File: src/rtl/alu_pkg.sv
// Shared definitions for the ALU command sequencer: opcodes, flag bit positions, FSM states.
package alu_pkg;

  localparam int unsigned ALU_OP_W = 3;
  localparam int unsigned FLAG_W   = 3;

  localparam logic [ALU_OP_W-1:0] OP_ABS   = 3'd0;
  localparam logic [ALU_OP_W-1:0] OP_SHL_B = 3'd1;
  localparam logic [ALU_OP_W-1:0] OP_AND   = 3'd2;
  localparam logic [ALU_OP_W-1:0] OP_OR    = 3'd3;
  localparam logic [ALU_OP_W-1:0] OP_XOR   = 3'd4;
  localparam logic [ALU_OP_W-1:0] OP_NOT   = 3'd5;
  localparam logic [ALU_OP_W-1:0] OP_ADD   = 3'd6;
  localparam logic [ALU_OP_W-1:0] OP_SUB   = 3'd7;

  localparam int unsigned FLAG_CARRY = 2;
  localparam int unsigned FLAG_SIGN  = 1;
  localparam int unsigned FLAG_OV    = 0;

  typedef enum logic [1:0] {
    IDLE  = 2'd0,
    ISSUE = 2'd1,
    RESP  = 2'd2
  } seq_state_e;

endpackage

File: src/rtl/alu_cmd_sequencer.sv
// Issues one command at a time to an external combinational ALU and returns its registered result.
// Optional sticky overflow flag: define ALU_SEQ_STICKY_OV_EN.
module alu_cmd_sequencer
  import alu_pkg::*;
#(
  parameter int unsigned WIDTH = 12,
  parameter int unsigned OP_W  = 3
) (
  input  logic              clk,
  input  logic              rst,
  input  logic              cmd_valid,
  output logic              cmd_ready,
  input  logic [OP_W-1:0]   cmd_op,
  input  logic [WIDTH-1:0]  cmd_a,
  input  logic [WIDTH-1:0]  cmd_b,
  input  logic              cmd_use_acc,
  output logic [WIDTH-1:0]  alu_a,
  output logic [WIDTH-1:0]  alu_b,
  output logic [OP_W-1:0]   alu_op,
  input  logic [WIDTH-1:0]  alu_z,
  input  logic              alu_carry,
  input  logic              alu_sign,
  input  logic              alu_ov,
  output logic              res_valid,
  input  logic              res_ready,
  output logic [WIDTH-1:0]  res_z,
  output logic [FLAG_W-1:0] res_flags,
`ifdef ALU_SEQ_STICKY_OV_EN
  output logic              ov_sticky,
  input  logic              ov_clear,
`endif
  output logic [WIDTH-1:0]  acc
);

  seq_state_e state, state_nxt;
  logic       cmd_fire_c;
  logic       capture_c;

  // Next-state logic; cmd_ready is a registered copy of (state == IDLE)
  always_comb begin
    state_nxt  = state;
    cmd_fire_c = 1'b0;
    capture_c  = 1'b0;
    case (state)
      IDLE: begin
        cmd_fire_c = cmd_valid && cmd_ready;
        if (cmd_fire_c) state_nxt = ISSUE;
      end
      ISSUE: begin
        capture_c = 1'b1;
        state_nxt = RESP;
      end
      RESP: begin
        if (res_ready) state_nxt = IDLE;
      end
      default: state_nxt = IDLE;
    endcase
  end

  always_ff @(posedge clk) begin
    if (rst) begin
      state     <= IDLE;
      cmd_ready <= 1'b1;
      res_valid <= 1'b0;
      alu_a     <= '0;
      alu_b     <= '0;
      alu_op    <= '0;
      res_z     <= '0;
      res_flags <= '0;
      acc       <= '0;
    end else begin
      state     <= state_nxt;
      cmd_ready <= (state_nxt == IDLE);
      res_valid <= (state_nxt == RESP);
      if (cmd_fire_c) begin
        alu_a  <= cmd_use_acc ? acc : cmd_a;
        alu_b  <= cmd_b;
        alu_op <= cmd_op;
      end
      if (capture_c) begin
        res_z                 <= alu_z;
        res_flags[FLAG_CARRY] <= alu_carry;
        res_flags[FLAG_SIGN]  <= alu_sign;
        res_flags[FLAG_OV]    <= alu_ov;
        acc                   <= alu_z;
      end
    end
  end

`ifdef ALU_SEQ_STICKY_OV_EN
  // Set has priority over clear when both occur in one cycle
  always_ff @(posedge clk) begin
    if (rst)                     ov_sticky <= 1'b0;
    else if (capture_c && alu_ov) ov_sticky <= 1'b1;
    else if (ov_clear)           ov_sticky <= 1'b0;
  end
`endif

endmodule

File: config.mk
export PLATFORM = sky130hd
export DESIGN_NAME = alu_cmd_sequencer
export DESIGN_NICKNAME = d
export VERILOG_FILES = /design/src/rtl/alu_pkg.sv /design/src/rtl/alu_cmd_sequencer.sv
export SDC_FILE = /design/constraint.sdc
export NUM_CORES = 1
export LEC_CHECK = 0
export BUFFER_PORTS_ARGS = -buffer_cell sky130_fd_sc_hd__buf_2
export CORE_MARGIN = 3
export CORE_UTILIZATION = 39
export CTS_BUF_LIST = sky130_fd_sc_hd__clkbuf_8 sky130_fd_sc_hd__clkbuf_16
export DETAILED_ROUTE_END_ITERATION = 10
export PLACE_DENSITY = 0.76
export SLEW_MARGIN = 20
export SYNTH_ARGS = -nofsm -noshare
export SYNTH_HDL_FRONTEND = slang
export SYNTH_SLANG_ARGS = --single-unit
export TNS_END_PERCENT = 20
File: constraint.sdc
create_clock -name clk -period 1.08 [get_ports clk]
set_clock_uncertainty 0.05 [all_clocks]
set_input_delay 0.216 -clock clk [delete_from_list [all_inputs] [get_ports clk]]
set_output_delay 0.216 -clock clk [all_outputs]
set_load 0.05 [all_outputs]
Word-level counts from Yosys, hierarchy flattened
Cells that the tools add are included.
{"block": "classes", "n_eq_ne": 3, "muxes": 6, "reduce_logical": 3}
{"cell": "2-to-1 mux 12 bit", "count": 1}
{"cell": "one-hot mux 2 bit (3 select lines)", "count": 1}
{"cell": "equality test 2 bit, second input constant", "count": 2}
{"cell": "logical NOT 2 bit", "count": 2}
{"cell": "2-to-1 mux 2 bit", "count": 2}
{"cell": "equality test 2 x 1 -> 1 bit, second input constant", "count": 1}
{"cell": "2-to-1 mux 1 bit", "count": 2}
{"cell": "logical AND 1 bit", "count": 1}
{"block": "word_totals", "reg_bits": 46, "inputBits": 47, "wordCells": 20, "output_inout_bits": 56}

Depth between registers and ports, before layout
Gate-level depths: netlist of the first run.
{"block": "logic_depth", "word_depth": 4, "mapped_depth": 5, "ltp_nobuf": 3}

Worst setup path before layout of the first run
OpenSTA, ideal clock, no wires.
{"block": "synth_path", "kind": "reg2reg", "startpoint": "reg cmd_ready", "endpoint": "reg alu_a[2]", "t_arrival_ns": 1.282, "stages_incl_launch_ff": 5, "path_buffers": 2, "setup_time_ns": 0.130, "period_less_slack_ns": 1.461, "path_slack_ns": -0.381, "cell_sequence": "dfxtp_1 -> and4bb_1 -> buf_6 -> buf_6 -> a211oi_2"}
{"block": "synth_via", "elab_chain_len": 2}
{"element": "start: declaration", "line": "alu_cmd_sequencer.sv:12", "source": "output logic cmd_ready,"}
{"element": "start signal: assignment", "line": "alu_cmd_sequencer.sv:73", "source": "cmd_ready <= (state_nxt == IDLE);"}
{"element": "logical AND 1 bit", "line": "alu_cmd_sequencer.sv:46", "source": "cmd_fire_c = cmd_valid && cmd_ready;"}
{"element": "2-to-1 mux 1 bit", "line": "alu_cmd_sequencer.sv:44", "source": "case (state)"}
{"element": "end signal: assignment", "line": "alu_cmd_sequencer.sv:76", "source": "alu_a <= cmd_use_acc ? acc : cmd_a;"}
{"element": "end: declaration", "line": "alu_cmd_sequencer.sv:17", "source": "output logic [WIDTH-1:0] alu_a,"}
No other way between the ends.
A chain may end at the register's enable or synchronous reset.

Worst setup path in the final report of the first run
{"block": "layout_path", "startpoint": "reg state[0]", "endpoint": "reg alu_b[10]"}
{"block": "layout_via", "elab_chain_len": 2}
{"element": "start: declaration", "line": "alu_cmd_sequencer.sv:35", "source": "seq_state_e state, state_nxt;"}
{"element": "start signal: assignment", "line": "alu_cmd_sequencer.sv:72", "source": "state <= state_nxt;"}
{"element": "logical NOT 2 bit", "line": "alu_cmd_sequencer.sv:44"}
{"element": "2-to-1 mux 1 bit", "line": "alu_cmd_sequencer.sv:44"}
{"element": "end signal: assignment", "line": "alu_cmd_sequencer.sv:77", "source": "alu_b <= cmd_b;"}
{"element": "end: declaration", "line": "alu_cmd_sequencer.sv:18", "source": "output logic [WIDTH-1:0] alu_b,"}
No other way between the ends.

==> metrics.md, run 1 <==
| Metric | Value |
|---|---|
| Worst hold start | cmd_b[10] |
| Vias | around 1,900 |
| Critical path peak fanout | 6 |
| GR Util All Layers | 0.197 |
| Post-Layout Inst Area | roughly 3300 um2 |
| CP max-delay cell | and4bb_4 |
| Switching share of power | 0.363 |
| CTS tree | built |
| RSZ-0062 raised after global routing | true |
| Final WL | around 6.0 mm |
| Crit Path Class | register to register |
| Worst-skew pair later-pin latency | approximately 300 ps |
| CTS Buf Count | 5 |
| Min cycle time layout | approximately 1300 ps |
| Yosys warnings | 0 |
| Fmax | 0.775 GHz |
| IO buf count | a little over 100 |
| Synth cell types | 18 |
| Fin. Hold Viols | 0 |
| CP Data Required Time | around 1300 ps |
| DRC | 0 |
| Net Count, Synth | around 260 |
| # clock sinks | 46 |
| Root Driver | clkbuf_8 |
| Sequential Power Share | 0.410 |
| Worst R2R Start | state[0] |
| Max Buffers Root-to-Sink | 2 |
| Clock-pin transition on the worst setup and hold timing paths | around 90 ps |
| Failing checks | setup timing |
| Tcrit/Tclk final | 1.19 |
| Yosys reg bits | 46 |
| Final ANT Viol Nets | 0 |
| CP Data Arrival Time | about 1500 ps |
| Via density | between 5 and 6 |
| Starting Density | 0.415 |
| Max stage delay on crit path | slightly above 400 ps |
| Post-route setup TNS | -5850 ps |
| Power Density | between 1000 and 1500 nW/um2 |
| Hold Path Class | primary input to register |
| Reg2Reg Depth | 5 |
| Placed Cells | 350 |
| H-Tree Level Count | 2 |
| Final Total Pwr | about 4.9 mW |
| Hpwl dp | ~3.4 mm |
| Comb pwr share | 0.371 |
| First-pass GRT wire length | 8.24 mm |
| Total internal power | 3.09 mW |
| Commonest non-fill, non-tap cell in the layout | nand2_1 |
| Vias in the first global route | roughly 1,800 |
| GP Congestion | between 0.6 and 0.7 |
| Initial DRC Count | 63 |
| Hold Path Depth | 3 |
| Slew @ Worst Pin | 294 ps |
| Peak VDD IR | 0.983 mV |
| Max-slew violation count | 0 |
| Worst setup EP type | register |
| Core area | around 4400 um2 |
| Worst-path cell chain | and4bb_4, buf_8, buf_4, nand2_1, a21oi_1 |
| Layout cell share with drive strength beyond 1 | 0.697 |
| Power share of the clock group | 0.219 |
| Net load switching power | between 1.5 and 2 mW |
| # rows | 24 |
| Die Height | about 75 um |
| Layout Cells excl Fill | 369 |
| Initial antenna violation count | 0 |
| Slew margin rel. | 0.804 |
| # diodes | 0 |
| Crit start category | register |
| WL/cell | around 16 um |
| Post-synthesis average cell area | between 8 and 9 um2 |
| Total grt overflow | 0 |
| Leakage | 1.44 nW |
| Die area | ~5600 um2 |
| Final nets | around 360 |
| Netlist Area Pre-Place | 1840 um2 |
| Number of I/O pins | about 100 |
| Setup violations, final | 71 |
| Final WS setup | -210 ps |
| Fillcell total | about 320 |
| Share of the yosys chip area belonging to registers | 0.500 |
| Reg2Reg Capture Point | alu_b[10] |
| Die W | roughly 75 um |
| Max Cap Viol | 0 |
| Most frequent cells in the layout | 52 x nand2_1, 46 x buf_2, 41 x buf_8 |
| Drt pass-1 iters | 4 |
| Status | finished with violations |
| Area Growth Syn to Fin | 80.7% |
| Flop2flop setup slack | -210 ps |
| Largest net degree at the start of global routing | 20 |
| DP Area | roughly 2400 um2 |
| Worst Hold Path EP | alu_b[10] |
| Mapped Cells | roughly 210 |
flip-flops by register name, summed over array words and instances, names as in the netlist:
signal / flops
acc: 12
alu_a: 12
alu_b: 12
alu_op: 3
res_flags: 3
state: 2
cmd_ready: 1
res_valid: 1
synth_stat cells (all sizes together):
cell type	count	area [um2]
or3b	1	8.76
nand2b	1	6.26
nand2	60	225
dfxtp	46	921
a211oi	12	140
mux2i	12	120
and4bb	1	12.5
clkbuf	4	16.3
and2b	1	7.51
nand4bb	1	11.3
nor2	14	52.6
a21oi	32	160
buf	23	161
per-stage QoR:
stage | hold slack, ps | setup WS [ps] | utilization
after floorplan | 302 | -123 | -
after global placement | 389 | -142 | 0.536
after detailed placement | 395 | -188 | 0.536
after CTS | 75.5 | -175 | 0.680
after global routing | 85.2 | -249 | 0.749
final | 87.1 | -210 | 0.749
power groups by stage:
stage / Clock, mW / Sequential (mW) / Combinational [mW]
after CTS: 1.10 / 1.97 / 1.61
after global routing: 1.14 / 2.01 / 1.89
after global placement: 0 / 1.95 / 1.26
after detailed placement: 0 / 1.95 / 1.28
after floorplan: 0 / 2.41 / 0.504
final: 1.06 / 1.99 / 1.80
worst max-delay path: cells and delay by family (launching register included):
family | cells | cell delay [ps]
and+or+nand+nor | 2 | 460
DFF | 1 | 330
buffers and inverters | 2 | 280
AOI/OAI and AO/OA | 1 | 100
layer usage:
metal  GRT usage  share of wire  vias up
met3      0.0507          0.054        8
met2       0.355           0.57       70
li1            -              -      891
met4      0.0949          0.014        0
met5           0              0        -
met1       0.215           0.37      886
worst max-delay path by stage:
stage,cells after the start,end,start
after floorplan,4,alu_a[10],cmd_ready
final,5,alu_b[10],state[0]
after detailed placement,4,alu_a[1],state[0]
after CTS,4,alu_a[1],state[1]
after global placement,4,alu_a[0],state[0]
after global routing,5,alu_b[10],state[0]
kinds of logic (layout without fill, tap and decap cells):
logic type / count (synthesis) / after routing / share of synthesized area
DFF: 46 / 46 / 0.500
and+or+nand+nor: 79 / 79 / 0.176
buffers and inverters: 27 / 136 / 0.0964
muxes: 12 / 12 / 0.0652
AOI/OAI and AO/OA: 44 / 44 / 0.163
layout make-up:
cell class / instances / area [um2] / area share
clock buffer: 5 / 68.8 / 0.0207
timing repair buffer: 128 / 1300 / 0.391
tap: 52 / 65.1 / 0.0195
clock inverter: 3 / 21.3 / 0.00639
sequential: 46 / 1000 / 0.301
multi-input combinational: 135 / 868 / 0.261
repair_timing:
item,4_1_cts,5_1_grt
pin swaps,2,13
gates cloned,1,2
setup endpoints to repair,100,101
resized for setup,169,87
setup buffers,7,2
hold buffers,0,0
Power figures use the tool's default switching activity.
==> run 2, diff against run 1 <==
--- a/config.mk
+++ b/config.mk
@@ -7,10 +7,10 @@
 export LEC_CHECK = 0
 export BUFFER_PORTS_ARGS = -buffer_cell sky130_fd_sc_hd__buf_2
 export CORE_MARGIN = 3
-export CORE_UTILIZATION = 39
+export CORE_UTILIZATION = 35
 export CTS_BUF_LIST = sky130_fd_sc_hd__clkbuf_8 sky130_fd_sc_hd__clkbuf_16
 export DETAILED_ROUTE_END_ITERATION = 10
-export PLACE_DENSITY = 0.76
+export PLACE_DENSITY = 0.69
 export SLEW_MARGIN = 20
 export SYNTH_ARGS = -nofsm -noshare
 export SYNTH_HDL_FRONTEND = slang
==> run 2 against run 1 <==
Against the previous run:
- the flow still finishes with violations (setup timing)
- sequential power about the same
- worst setup slack got worse by 48 ps
- sequential share of layout area rose by 0.61 points
- count of clock-buffer cells in the layout did not move
- maximum frequency fell by 3.6%
- first-iteration DRC count shrank 21%
- flip-flop and latch count is the same
- register-to-register slack worse by 50 ps
- worst hold slack improved by 7.9 ps
- highest routed layer unchanged
==> metrics.md, run 2 (synthesis results as in run 1) <==
| Metric | Value |
|---|---|
| Clock-pin transition on the worst setup and hold timing paths | roughly 90 ps |
| GP Congestion | ~0.74 |
| Min cycle time layout | ~1300 ps |
| CTS Buf Count | 5 |
| Vias | roughly 1,800 |
| Die area | 6170 um2 |
| Power Density | 1540 nW/um2 |
| Crit Path Class | register to register |
| Drt pass-1 iters | 4 |
| # clock sinks | 46 |
| Core area | around 4900 um2 |
| Number of I/O pins | roughly 100 |
| # rows | 25 |
| GR Util All Layers | 0.166 |
| M1 WL | 2.28 mm |
| Largest net degree at the start of global routing | 20 |
| Met3 wire len | 325 um |
| Worst R2R Start | state[0] |
| WL/cell | between 15 and 20 um |
| Root Driver | clkbuf_8 |
| Fmax | between 0.7 and 0.8 GHz |
| Reg2Reg Capture Point | alu_b[7] |
| Vias in the first global route | approximately 1,700 |
| Max-slew violation count | 0 |
| Met2 Wirelength | about 3.2 mm |
| Max Buffers Root-to-Sink | 2 |
| Initial DRC Count | 50 |
| IO buf count | roughly 100 |
| Tcrit/Tclk final | 1.24 |
| Final ANT Viol Nets | 0 |
| Layout cell share with drive strength beyond 1 | 0.668 |
| Status | finished with violations |
| Initial antenna violation count | 0 |
| Worst Hold Path EP | alu_b[11] |
| Slew @ Worst Pin | 304 ps |
| Leakage | 1.40 nW |
| Starting Density | 0.375 |
| Worst-path cell chain | and4bb_4, clkbuf_16, nand2_1, a21oi_1 |
| DR top layer | met4 |
| Critical path peak fanout | 9 |
| Number of hold buffers added after CTS | 0 |
| Commonest non-fill, non-tap cell in the layout | nand2_1 |
| Worst setup EP type | register |
| Final WL | around 5.8 mm |
| Hold Path Depth | 3 |
| Largest registers | acc x12, alu_a x12, alu_b x12 |
| Worst hold start | cmd_b[11] |
| # diodes | 0 |
| Placed Cells | ~360 |
| Setup violations, final | between 70 and 80 |
| Fin. Hold Viols | 0 |
| First-pass GRT wire length | between 8 and 9 mm |
| Max stage delay on crit path | about 470 ps |
| Worst-skew pair later-pin latency | about 290 ps |
| Layout Cells excl Fill | roughly 380 |
| CP max-delay cell | and4bb_4 |
| Hpwl dp | ~3.4 mm |
| Area Growth Syn to Fin | 76.7% |
| Final nets | roughly 360 |
| Slew margin rel. | 0.797 |
| Total grt overflow | 0 |
| CP Data Arrival Time | roughly 1500 ps |
| Die W | 78.6 um |
| Failing checks | setup timing |
| DRC | 0 |
| Finished Core Util | 0.663 |
| Via density | 4.73 |
| Max Cap Viol | 0 |
| H-Tree Level Count | 2 |
| Hold Path Class | primary input to register |
| CP Data Required Time | 1240 ps |
| Crit start category | register |
| Die Height | approximately 79 um |
| Worst path bufs/invs | 1 |
| Most frequent cells in the layout | 56 x nand2_1, 46 x buf_2, 37 x dfxtp_2 |
| Flop2flop setup slack | -260 ps |
| RSZ-0062 raised after global routing | true |
| CTS tree | built |
| Final WS setup | -258 ps |
| Top Family by Delay on Critical Path | simple AND/OR/NAND/NOR gates |
| Peak VDD IR | between 1 and 1.5 mV |
| Reg2Reg Depth | 4 |
## run 2: changes by cell type in the layout (fill, tap and decap cells not counted), moves of 2 or more
cell,previous run,this run
buf_8,41,27
a21oi_1,17,26
a21oi_2,15,6
buf_6,22,30
nor2_1,12,7
nand2_1,52,56
buf_4,14,11
nor2_2,1,4
clkbuf_16,1,3
nand2_2,4,2
nand2_4,4,2
nor2_4,1,3
## run 2: worst max path at each step
stage	from	to	cells after the start
finish	state[0]	alu_b[7]	4
global route	state[0]	alu_a[6]	4
CTS	state[1]	alu_a[1]	4
detailed placement	state[0]	alu_a[1]	4
global placement	state[0]	alu_a[8]	4
floorplan	cmd_ready	alu_a[10]	4
## run 2: metal layers
layer,GRT usage,vias to the layer above
li1,-,883
met1,0.189,834
met2,0.294,63
met3,0.0470,4
met4,0.0577,0
met5,0,-
## run 2: power breakdown
part / internal, mW / total [mW] / switching, mW
Clock: 0.694 / 1.29 / 0.598
Sequential: 1.86 / 2.00 / 0.146
Combinational: 0.733 / 1.72 / 0.991
## run 2: through the flow
stage | cell area (um2) | power [mW] | hold slack, ps | TNS (ps) | worst slack [ps]
finish | 3260 | 5.02 | 95.0 | -7280 | -258
global route | 3260 | 5.27 | 77.6 | -11910 | -300
CTS | 3000 | 4.85 | 82.8 | -5090 | -187
detailed placement | 2410 | 3.25 | 396 | -5380 | -181
global placement | 2410 | 3.22 | 390 | -3480 | -134
floorplan | 1850 | 2.92 | 302 | -3540 | -123
## run 2: layout make-up
| type | count | area (um2) |
|---|---|---|
| sequential | 46 | 1000 |
| clock inverter | 3 | 43.8 |
| tap | 67 | 83.8 |
| fill | 392 | 1650 |
| timing repair buffer | 121 | 1210 |
| multi-input combinational | 135 | 848 |
| clock buffer | 5 | 68.8 |
## run 2: what timing repair did
action,CTS,global route
pin swaps,1,19
resized for setup,157,66
buffers inserted,2,1
setup endpoints to repair,99,100
gates cloned,1,3
## run 2: worst min-delay path: cells and delay by family
| family | cells | cell delay (ps) |
|---|---|---|
| buffers and inverters | 1 | 90 |
| AND/OR/NAND/NOR | 1 | 40 |
| AO/OA/AOI/OAI | 1 | 50 |
==> run 3, diff against run 2 <==
--- a/config.mk
+++ b/config.mk
@@ -5,7 +5,7 @@
 export SDC_FILE = /design/constraint.sdc
 export NUM_CORES = 1
 export LEC_CHECK = 0
-export BUFFER_PORTS_ARGS = -buffer_cell sky130_fd_sc_hd__buf_2
+export BUFFER_PORTS_ARGS = -buffer_cell sky130_fd_sc_hd__buf_4
 export CORE_MARGIN = 3
 export CORE_UTILIZATION = 35
 export CTS_BUF_LIST = sky130_fd_sc_hd__clkbuf_8 sky130_fd_sc_hd__clkbuf_16
==> run 3 against run 2 <==
Against the previous run:
- the flow still finishes with violations (setup timing)
- utilization grew 0.13 points
- routed wire length shrank 14%
- sequential share of layout area shrank 0.40 points
- final cell count shrank 0.27%
- maximum frequency grew 5.0%
- register-to-register slack gained 60 ps
- flip-flop and latch count is the same
- combinational power is essentially flat
- critical path depth is the same
- total power shrank 4.8%
- critical endpoint is now alu_a[10]
- largest power group unchanged
==> metrics.md, run 3 (synthesis results as in run 1) <==
| Metric | Value |
|---|---|
| Status | finished with violations |
| Failing checks | setup timing |
| Max Buffers Root-to-Sink | 2 |
| WL/cell | 13.4 um |
| H-Tree Level Count | 2 |
| Area Growth Syn to Fin | 77.1% |
| Clock-pin transition on the worst setup and hold timing paths | 80 ps |
| Final WL | roughly 5.0 mm |
| Vias in the first global route | roughly 1,700 |
| Worst path bufs/invs | 2 |
| Hold Path Class | primary input to register |
| Starting Density | 0.375 |
| Peak VDD IR | approximately 1.0 mV |
| Drt pass-1 iters | 5 |
| Via density | around 4.6 |
| Post-route setup TNS | -5150 ps |
| Most frequent cells in the layout | 56 x buf_4, 55 x nand2_1, 40 x dfxtp_2 |
| Vias | between 1,500 and 2,000 |
| Max Cap Viol | 0 |
| Initial DRC Count | 42 |
| Max-slew violation count | 0 |
| Slew @ Worst Pin | between 300 and 400 ps |
| Die W | 78.6 um |
| Hpwl dp | roughly 3.4 mm |
| CTS Buf Count | 5 |
| CP Data Required Time | 1210 ps |
| Top Family by Delay on Critical Path | simple AND/OR/NAND/NOR gates |
| DP Worst Slack | -227 ps |
| Slew margin rel. | 0.792 |
| Fillcell total | 400 |
| # clock sinks | between 40 and 50 |
| Largest net degree at the start of global routing | 26 |
| Max stage delay on crit path | about 400 ps |
| Root Driver | clkbuf_8 |
| GR Util All Layers | 0.157 |
| Worst-skew pair later-pin latency | a little under 300 ps |
| Fin. Hold Viols | 0 |
| DRC | 0 |
| Core area | between 4000 and 5000 um2 |
| Commonest non-fill, non-tap cell in the layout | buf_4 |
| Setup violations, final | 54 |
| Layout cell share with drive strength beyond 1 | 0.638 |
| First-pass GRT wire length | between 7 and 8 mm |
| Crit Path Class | register to register |
| CP max-delay cell | and4bb_4 |
| DP Area | roughly 2600 um2 |
| IO buf count | 102 |
| Post-Layout Inst Area | roughly 3300 um2 |
| Die Height | between 70 and 80 um |
| Critical path peak fanout | 10 |
| Number of hold buffers added after CTS | 0 |
| Tcrit/Tclk final | 1.18 |
| CTS tree | built |
| Final ANT Viol Nets | 0 |
| Initial antenna violation count | 0 |
| # rows | 25 |
| Worst-path cell chain | and4bb_4, buf_4, buf_16, a211oi_2 |
| Die area | about 6200 um2 |
| Leakage | around 1.4 nW |
| Final WS setup | -195 ps |
| GP Congestion | slightly above 0.7 |
| Final nets | between 300 and 400 |
| # diodes | 0 |
| CP Data Arrival Time | between 1000 and 1500 ps |
| Largest registers | acc x12, alu_a x12, alu_b x12 |
| Fmax | just under 0.8 GHz |
| Worst setup EP type | register |
| RSZ-0062 raised after global routing | true |
| Total grt overflow | 0 |
| Crit start category | register |
| Number of I/O pins | between 100 and 150 |
| Min cycle time layout | approximately 1300 ps |
| Power Density | between 1000 and 1500 nW/um2 |
-- run 3: metal layers --
metal | track usage | wire (um) | vias to the layer above
li1 | - | - | 880
met1 | 0.168 | 1950 | 774
met2 | 0.280 | 2590 | 66
met3 | 0.0665 | 440 | 5
met4 | 0.0437 | 50 | 0
met5 | 0 | 0 | -
-- run 3: path summary, 6_finish.rpt --
kind	from	slack [ps]	depth (start not counted)	end
worst max register to register	state[0]	-190	4	alu_a[10]
worst max-delay path	state[0]	-190	4	alu_a[10]
worst min-delay path	cmd_op[2]	100	3	alu_op[2]
worst min register to register	res_flags[1]	420	2	res_flags[1]
-- run 3: power breakdown --
group          switching, mW  total (mW)  internal [mW]
clock network          0.558        1.07          0.508
registers              0.124        1.98           1.86
logic                  0.958        1.73          0.772
total                   1.64        4.78           3.14
-- run 3: through the flow --
stage               hold WS, ps  total power, mW  utilization  instances
floorplan                   302             2.92            -        208
global placement            392             3.36        0.536        360
detailed placement          397             3.38        0.536        360
CTS                         100             4.65        0.619        372
global route               91.1             5.01        0.664        376
finish                     99.0             4.78        0.664        376
-- run 3: repair_timing --
item,in CTS,in global routing
endpoints found under the setup margin,100,100
resized for setup,88,60
gates cloned,1,1
buffers inserted,3,3
pin swaps,2,3
-- run 3: final cells by class --
| cell class | count | area (um2) | share of cell area |
|---|---|---|---|
| clock inverters | 2 | 8.76 | 0.00268 |
| well taps | 67 | 83.8 | 0.0257 |
| repair buffers | 120 | 1300 | 0.397 |
| clock buffers | 6 | 82.6 | 0.0253 |
| flip-flops and latches | 46 | 990 | 0.303 |
| multi-input cells | 135 | 802 | 0.246 |
-- run 3: worst reg2reg max path, stage by stage, from the launching register on --
cell	delay, ps
dfxtp_2	340
and4bb_4	400
buf_4	160
buf_16	140
a211oi_2	60
